===== config.mk =====
export PLATFORM = sky130hd
export DESIGN_NAME = uart_cmd_parser_flat
export DESIGN_NICKNAME = d
export VERILOG_FILES = /design/src/rtl/uart_cmd_parser_if.sv /design/src/rtl/uart_cmd_parser.sv /design/src/flat_wrapper.sv
export SDC_FILE = /design/constraint.sdc
export NUM_CORES = 1
export LEC_CHECK = 0
export BUFFER_PORTS_ARGS = -buffer_cell sky130_fd_sc_hd__buf_2
export CAP_MARGIN = 15
export CORE_MARGIN = 2
export CORE_UTILIZATION = 40
export DETAILED_ROUTE_END_ITERATION = 8
export GPL_TIMING_DRIVEN = 0
export RECOVER_POWER = 50
export SYNTH_ARGS = -nofsm -noshare
export SYNTH_HDL_FRONTEND = slang
export SYNTH_SLANG_ARGS = --single-unit

===== constraint.sdc =====
create_clock -name clk -period 3.6 [get_ports clk]
set_input_delay 0.72 -clock clk [delete_from_list [all_inputs] [get_ports clk]]
set_output_delay 0.72 -clock clk [all_outputs]
set_load 0.005 [all_outputs]

===== src/rtl/uart_cmd_parser_if.sv =====
// -----------------------------------------------------------------------------
// uart_cmd_parser_if
// Bundles the signals between the UART command parser, the UART RX FIFO and
// TX side, and the register file.
//   master : parser view (drives pops, tx requests, register strobes, status)
//   slave  : environment view (FIFO / UART / register file)
// Signals:
//   rx_irq, rx_byte   RX FIFO non-empty flag and head byte
//   rx_ren            one-cycle FIFO pop strobe
//   tx_byte, tx_valid byte to transmit and its one-cycle request
//   tx_done           one-cycle "byte sent" pulse from the UART
//   reg_addr, reg_wdata, reg_we, reg_re, reg_rdata   register access
//   busy, frame_err   status
// -----------------------------------------------------------------------------
interface uart_cmd_parser_if;
    logic        rx_irq;
    logic [7:0]  rx_byte;
    logic        rx_ren;
    logic [7:0]  tx_byte;
    logic        tx_valid;
    logic        tx_done;
    logic [2:0]  reg_addr;
    logic [31:0] reg_wdata;
    logic        reg_we;
    logic        reg_re;
    logic [31:0] reg_rdata;
    logic        busy;
    logic        frame_err;

    modport master (
        input  rx_irq, rx_byte, tx_done, reg_rdata,
        output rx_ren, tx_byte, tx_valid, reg_addr, reg_wdata, reg_we, reg_re,
               busy, frame_err
    );

    modport slave (
        output rx_irq, rx_byte, tx_done, reg_rdata,
        input  rx_ren, tx_byte, tx_valid, reg_addr, reg_wdata, reg_we, reg_re,
               busy, frame_err
    );
endinterface


===== src/rtl/uart_cmd_parser.sv =====
// -----------------------------------------------------------------------------
// uart_cmd_parser
// Turns bytes from a UART RX FIFO into register accesses.
//   Write frame: header 101x_xAAA followed by 4 data bytes (LSB first) -> reg_we
//   Read frame : any other header 'AAA' -> reg_re, then 4 response bytes sent
//                LSB first, each waiting for tx_done before the next.
// Ports:
//   clk         rising-edge clock
//   rst_n_sync  asynchronous active-low reset
//   if_bus      uart_cmd_parser_if.master (FIFO, UART TX, register bus, status)
// Parameter:
//   TIMEOUT_CYCLES  max idle cycles between bytes of a write frame
// Build option:
//   UART_CMD_TIMEOUT_EN  enables the inter-byte gap timeout and frame_err;
//                        without it frame_err is tied low and WDATA waits forever.
// -----------------------------------------------------------------------------
module uart_cmd_parser #(
    parameter int TIMEOUT_CYCLES = 65535
) (
    input  logic              clk,
    input  logic              rst_n_sync,
    uart_cmd_parser_if.master if_bus
);

    typedef enum logic [2:0] {
        IDLE, WDATA, WCOMMIT, RREQ, RCAP, TXB, TXWAIT
    } state_t;

    state_t      r_state;
    logic        r_rx_ren;
    logic        r_tx_valid;
    logic        r_reg_we;
    logic        r_reg_re;
    logic [7:0]  r_tx_byte;
    logic [2:0]  r_addr;
    logic [31:0] r_wdata;
    logic [31:0] r_shift;
    logic [1:0]  r_cnt;
    logic        w_accept;
    logic        w_unused;

    // The FIFO head only advances after the pop cycle, so the cycle in which
    // rx_ren is high still shows the old byte: r_rx_ren doubles as pop guard.
    assign w_accept = if_bus.rx_irq && !r_rx_ren &&
                      (r_state == IDLE || r_state == WDATA);

    // Header bits [4:3] carry no meaning.
    assign w_unused = &{1'b0, if_bus.rx_byte[4:3]};

`ifdef UART_CMD_TIMEOUT_EN
    logic [15:0] r_gap;
    logic        r_frame_err;
    logic        w_timeout;

    // Gap count restarts on every accepted byte; fires on the edge where it
    // would reach TIMEOUT_CYCLES, i.e. TIMEOUT_CYCLES cycles after the pop.
    assign w_timeout = (r_gap == 16'(TIMEOUT_CYCLES - 1));

    always_ff @(posedge clk or negedge rst_n_sync) begin
        if (!rst_n_sync)
            r_gap <= 16'd0;
        else if (w_accept || r_state != WDATA)
            r_gap <= 16'd0;
        else
            r_gap <= r_gap + 16'd1;
    end

    assign if_bus.frame_err = r_frame_err;
`else
    assign if_bus.frame_err = 1'b0;
`endif

    always_ff @(posedge clk or negedge rst_n_sync) begin
        if (!rst_n_sync) begin
            r_state    <= IDLE;
            r_rx_ren   <= 1'b0;
            r_tx_valid <= 1'b0;
            r_reg_we   <= 1'b0;
            r_reg_re   <= 1'b0;
            r_tx_byte  <= 8'd0;
            r_addr     <= 3'd0;
            r_wdata    <= 32'd0;
            r_shift    <= 32'd0;
            r_cnt      <= 2'd0;
`ifdef UART_CMD_TIMEOUT_EN
            r_frame_err <= 1'b0;
`endif
        end else begin
            r_rx_ren   <= w_accept;
            r_tx_valid <= 1'b0;
            r_reg_we   <= 1'b0;
            r_reg_re   <= 1'b0;
`ifdef UART_CMD_TIMEOUT_EN
            r_frame_err <= 1'b0;
`endif
            case (r_state)
                IDLE: begin
                    if (w_accept) begin
                        r_addr <= if_bus.rx_byte[2:0];
                        if (if_bus.rx_byte[7:5] == 3'b101) begin
                            r_wdata <= 32'd0;
                            r_cnt   <= 2'd0;
                            r_state <= WDATA;
                        end else begin
                            // reg_re is raised on entry so it is high for
                            // exactly the RREQ cycle; data arrives in RCAP.
                            r_reg_re <= 1'b1;
                            r_state  <= RREQ;
                        end
                    end
                end
                WDATA: begin
                    if (w_accept) begin
                        r_wdata[{r_cnt, 3'b000} +: 8] <= if_bus.rx_byte;
                        r_cnt <= r_cnt + 2'd1;
                        if (r_cnt == 2'd3)
                            r_state <= WCOMMIT;
                    end
`ifdef UART_CMD_TIMEOUT_EN
                    else if (w_timeout) begin
                        r_wdata     <= 32'd0;
                        r_frame_err <= 1'b1;
                        r_state     <= IDLE;
                    end
`endif
                end
                WCOMMIT: begin
                    // Strobe lands the cycle after the last data pop.
                    r_reg_we <= 1'b1;
                    r_state  <= IDLE;
                end
                RREQ: r_state <= RCAP;
                RCAP: begin
                    r_shift <= if_bus.reg_rdata;
                    r_cnt   <= 2'd0;
                    r_state <= TXB;
                end
                TXB: begin
                    r_tx_valid <= 1'b1;
                    r_tx_byte  <= r_shift[7:0];
                    r_state    <= TXWAIT;
                end
                TXWAIT: begin
                    if (if_bus.tx_done) begin
                        r_shift <= {8'd0, r_shift[31:8]};
                        r_cnt   <= r_cnt + 2'd1;
                        r_state <= (r_cnt == 2'd3) ? IDLE : TXB;
                    end
                end
                default: r_state <= IDLE;
            endcase
        end
    end

    assign if_bus.rx_ren    = r_rx_ren;
    assign if_bus.tx_valid  = r_tx_valid;
    assign if_bus.tx_byte   = r_tx_byte;
    assign if_bus.reg_we    = r_reg_we;
    assign if_bus.reg_re    = r_reg_re;
    assign if_bus.reg_addr  = r_addr;
    assign if_bus.reg_wdata = r_wdata;
    assign if_bus.busy      = (r_state != IDLE);

endmodule


===== src/flat_wrapper.sv =====
// flat-port wrapper written by rule: the top's interface ports become plain ports
module uart_cmd_parser_flat 
#(
    parameter int TIMEOUT_CYCLES = 65535
)
  (clk, rst_n_sync, if_bus_rx_irq, if_bus_rx_byte, if_bus_tx_done, if_bus_reg_rdata, if_bus_rx_ren, if_bus_tx_byte, if_bus_tx_valid, if_bus_reg_addr, if_bus_reg_wdata, if_bus_reg_we, if_bus_reg_re, if_bus_busy, if_bus_frame_err);
  uart_cmd_parser_if if_bus_i ();
  input  logic clk;
  input  logic rst_n_sync;
  input wire logic [$bits(if_bus_i.rx_irq)-1:0] if_bus_rx_irq;
  input wire logic [$bits(if_bus_i.rx_byte)-1:0] if_bus_rx_byte;
  input wire logic [$bits(if_bus_i.tx_done)-1:0] if_bus_tx_done;
  input wire logic [$bits(if_bus_i.reg_rdata)-1:0] if_bus_reg_rdata;
  output wire logic [$bits(if_bus_i.rx_ren)-1:0] if_bus_rx_ren;
  output wire logic [$bits(if_bus_i.tx_byte)-1:0] if_bus_tx_byte;
  output wire logic [$bits(if_bus_i.tx_valid)-1:0] if_bus_tx_valid;
  output wire logic [$bits(if_bus_i.reg_addr)-1:0] if_bus_reg_addr;
  output wire logic [$bits(if_bus_i.reg_wdata)-1:0] if_bus_reg_wdata;
  output wire logic [$bits(if_bus_i.reg_we)-1:0] if_bus_reg_we;
  output wire logic [$bits(if_bus_i.reg_re)-1:0] if_bus_reg_re;
  output wire logic [$bits(if_bus_i.busy)-1:0] if_bus_busy;
  output wire logic [$bits(if_bus_i.frame_err)-1:0] if_bus_frame_err;
  assign if_bus_i.rx_irq = if_bus_rx_irq;
  assign if_bus_i.rx_byte = if_bus_rx_byte;
  assign if_bus_i.tx_done = if_bus_tx_done;
  assign if_bus_i.reg_rdata = if_bus_reg_rdata;
  assign if_bus_rx_ren = if_bus_i.rx_ren;
  assign if_bus_tx_byte = if_bus_i.tx_byte;
  assign if_bus_tx_valid = if_bus_i.tx_valid;
  assign if_bus_reg_addr = if_bus_i.reg_addr;
  assign if_bus_reg_wdata = if_bus_i.reg_wdata;
  assign if_bus_reg_we = if_bus_i.reg_we;
  assign if_bus_reg_re = if_bus_i.reg_re;
  assign if_bus_busy = if_bus_i.busy;
  assign if_bus_frame_err = if_bus_i.frame_err;
  uart_cmd_parser #(.TIMEOUT_CYCLES(TIMEOUT_CYCLES)) u_core (.clk(clk), .rst_n_sync(rst_n_sync), .if_bus(if_bus_i));
endmodule

==> summary.md <==
| Metric | Value |
|---|---|
| Initial antenna violation count | `0` |
| Worst setup EP type | `output port` |
| Count leader, synth | `nand2_1` |
| Setup Crit Path Kind | `reg2out` |
| Synth unique cells | `37` |
| Rel. slew slack | `-48.1%` |
| Final WS setup | `1.10 ns` |
| Non-Filler Instances | `roughly 560` |
| Routed WL | `8260 µm` |
| Slew @ Worst Pin | `2.22 ns` |
| RSZ-0062 raised after global routing | `false` |
| Failing checks | `capacitance limit, slew limit` |
| Initial Utilization | `40.7%` |
| Core area | `about 9100 µm²` |
| Remaining DRCs | `0` |
| Fin nets | `497` |
| Final Cell Area | `4530 µm²` |
| DP Wirelength | `6060 µm` |
| CTS root buf | `clkbuf_8` |
| DR iter-0 viols | `94` |
| Area delta synth->final | `22.3%` |
| PwrDens | `between 700 and 800 nW/µm²` |
| Sequential Power Share | `43.1%` |
| Final hold violation count | `0` |
| Post-CTS setup buffer count | `0` |
| Drt first pass iters | `4` |
| Post-synth top cells | `nand2_1, dfrtp_1, o21ai_0` |
| Max clock buf depth | `2` |
| Wirelength per Cell | `14.7 µm` |
| Die area | `between 10000 and 15000 µm²` |
| Die height | `100 µm` |
| Final setup viols | `0` |
| Syn_nets | `394` |
| Worst-case vdd ir drop | `between 0.2 and 0.25 mV` |
| Combinational power share | `33.6%` |
| CP startpoint kind | `flop` |
| Required time worst endpoint | `2.88 ns` |
| Dominant cells by area after synthesis | `dfrtp_1, nand2_1, mux2i_1` |
| H-tree depth | `3` |
| Cells on Worst Hold Path | `2` |
| Grt ovf | `0` |
| # port buffers | `91` |
| Vias | `2777` |
| P_int | `2.14 mW` |
| Status | `complete, but fails checks` |
| Crit Reg-Reg Startpoint | `u_core.r_cnt[0]` |
| Vias in the first global route | `2713` |
| DP Cell Count | `548` |
| Worst hold start | `u_core.if_bus.reg_wdata[9]` |
| Fin crit period | `between 2 and 3 ns` |
| Total I/O pin count | `a little over 90` |
| CTS Buf Count | `9` |
| GR Util All Layers | `17.4%` |
| Seq cells post-synth | `84` |
| Sw Pwr | `between 1 and 1.5 mW` |
| Placed Instance Area | `4330 µm²` |
| Final antenna-violating net count | `0` |
| Synth top area share | `roughly 57%` |
| Reg2reg end | `u_core.if_bus.reg_wdata[21]` |
| Mean area per synthesized cell | `10.7 µm²` |
| Clock Skews | `0.0113 ns` |
| Seq/Total Area, Yosys | `56.7%` |
| Hold_buf cts | `0` |
| Final period util | `69.6%` |
| P_leak | `around 2.3 nW` |
| Hold endpoint | `u_core.if_bus.reg_wdata[9]` |
| CTS tree | `yes` |
| Row cnt | `35` |
| Vias per inst | `between 4 and 5` |
| Max frequency | `399 MHz` |
| Clock-pin slew on the worst setup and hold paths | `0.08 ns` |
| Ys async rst share | `100%` |
| Max cap viols | `1` |
| Setup TNS | `0 ns` |
| Layout cells sized above 1 | `29.6%` |
| Die X | `around 100 µm` |
| GP Congestion | `0.781` |
| Worst-path fanout max | `10` |
| Ys flop type | `dfrtp_1` |
| Post-synth EDFFs | `0` |
| # diodes | `0` |
| Clock Latency Late Sink | `0.34 ns` |
| Worst Path Arrival | `1.78 ns` |
| Final Max Slew Viols | `39` |
| First-pass GRT wire length | `13700 µm` |
| PostCTS Resize Cnt | `0` |
| # clock sinks | `84` |
| Setup slack, reg-to-reg | `1.37 ns` |
| Cell Area, Synth | `about 3700 µm²` |
| Worst Hold Class | `reg2reg` |
| Switching Share | `approximately 34%` |
| Syn. warnings | `0` |
| Clock power frac | `23.3%` |
| Largest net degree at the start of global routing | `47` |
| Syn Inst Count | `345` |
| Dominant cell type by area after synthesis | `dfrtp_1` |
| Setup WS pre-CTS | `1.36 ns` |
| Worst r2r path cells | `6` |
## worst max-delay path, stage by stage (launching register included)
cell      delay (ns)
dfrtp_1         0.32
clkbuf_1        0.38
or3_1           0.18
clkbuf_1        0.34
buf_2           0.21
## layout by cell type, fill, tap and decap left out, types with 2 or more instances in the layout
| cell | instances |
|---|---|
| a21oi_1 | 4 |
| or3_1 | 2 |
| clkbuf_8 | 11 |
| clkbuf_1 | 14 |
| ha_1 | 5 |
| buf_2 | 90 |
| buf_4 | 4 |
| inv_1 | 7 |
| bufinv_16 | 2 |
| nor2_1 | 2 |
| o21ai_0 | 38 |
| dfrtp_1 | 84 |
| mux2i_1 | 24 |
| o21ai_1 | 20 |
| buf_6 | 2 |
| nor3_4 | 2 |
| o221ai_2 | 3 |
| a22o_1 | 8 |
| mux2_2 | 13 |
| nand2_1 | 93 |
| nand2b_1 | 2 |
| nand3_1 | 3 |
## power by group through the flow
| stage | Clock (mW) | Sequential (mW) | Combinational [mW] |
|---|---|---|---|
| final | 0.754 | 1.40 | 1.09 |
| after global routing | 0.822 | 1.44 | 1.24 |
| after CTS | 0.780 | 1.40 | 1.12 |
| after detailed placement | 0 | 1.42 | 1.12 |
| after global placement | 0 | 1.41 | 1.09 |
| after floorplan | 0 | 1.40 | 0.768 |
## cell type report
| cell class | instances | area, µm² |
|---|---|---|
| Tap cell | 111 | 139 |
| Sequential cell | 84 | 2100 |
| Inverter | 7 | 26.3 |
| Fill cell | 875 | 4570 |
| Multi-Input combinational cell | 235 | 1460 |
| Clock buffer | 12 | 155 |
| Timing Repair Buffer | 92 | 477 |
| Clock inverter | 3 | 68.8 |
| Buffer | 19 | 106 |
## through the flow
step / utilization, % / total power [mW] / hold slack, ns
after CTS: 50.0 / 3.30 / 0.349
after floorplan: - / 2.16 / 0.424
after global placement: 47.2 / 2.50 / 0.460
final: 49.8 / 3.24 / 0.477
after detailed placement: 47.6 / 2.54 / 0.465
after global routing: 49.8 / 3.51 / 0.511
## worst max-delay path by stage
stage / from / endpoint / slack, ns / cells after the start
detailed placement: u_core.r_cnt[0] / u_core.if_bus.reg_wdata[17] / 1.36 / 6
floorplan: u_core.r_cnt[0] / u_core.if_bus.reg_wdata[16] / 1.63 / 6
global route: rst_n_sync / u_core.r_cnt[1] / 0.91 / 1
global placement: rst_n_sync / u_core.if_bus.tx_byte[7] / 1.09 / 1
CTS: u_core.r_state[1] / if_bus_busy / 1.33 / 4
finish: u_core.r_state[1] / if_bus_busy / 1.10 / 4
## state kept, by name (all words and copies together) (netlist names)
signal                   flops
u_core.r_shift              32
u_core.if_bus.rx_ren         1
u_core.r_cnt                 2
u_core.if_bus.tx_byte        8
u_core.if_bus.reg_re         1
u_core.if_bus.tx_valid       1
u_core.if_bus.reg_addr       3
u_core.r_state               3
u_core.if_bus.reg_we         1
u_core.if_bus.reg_wdata     32
## logic make-up after synthesis
kind of cell | count (synthesis) | share of synthesized area [%]
muxes | 37 | 10.4
buffers and inverters | 26 | 3.91
and+or+nand+nor | 112 | 14.1
other | 1 | 0.101
adders and majority gates | 5 | 1.69
DFF | 84 | 56.7
AOI/OAI and AO/OA | 80 | 13.1
## routing by layer
metal / track usage (%) / up-vias / wire length [µm]
li1: - / 1395 / -
met1: 25.1 / 1305 / 3970
met2: 25.6 / 67 / 3760
met3: 3.55 / 10 / 399
met4: 7.17 / 0 / 131
met5: 0 / - / 0
Note: power is estimated with default switching activity, not from simulation.
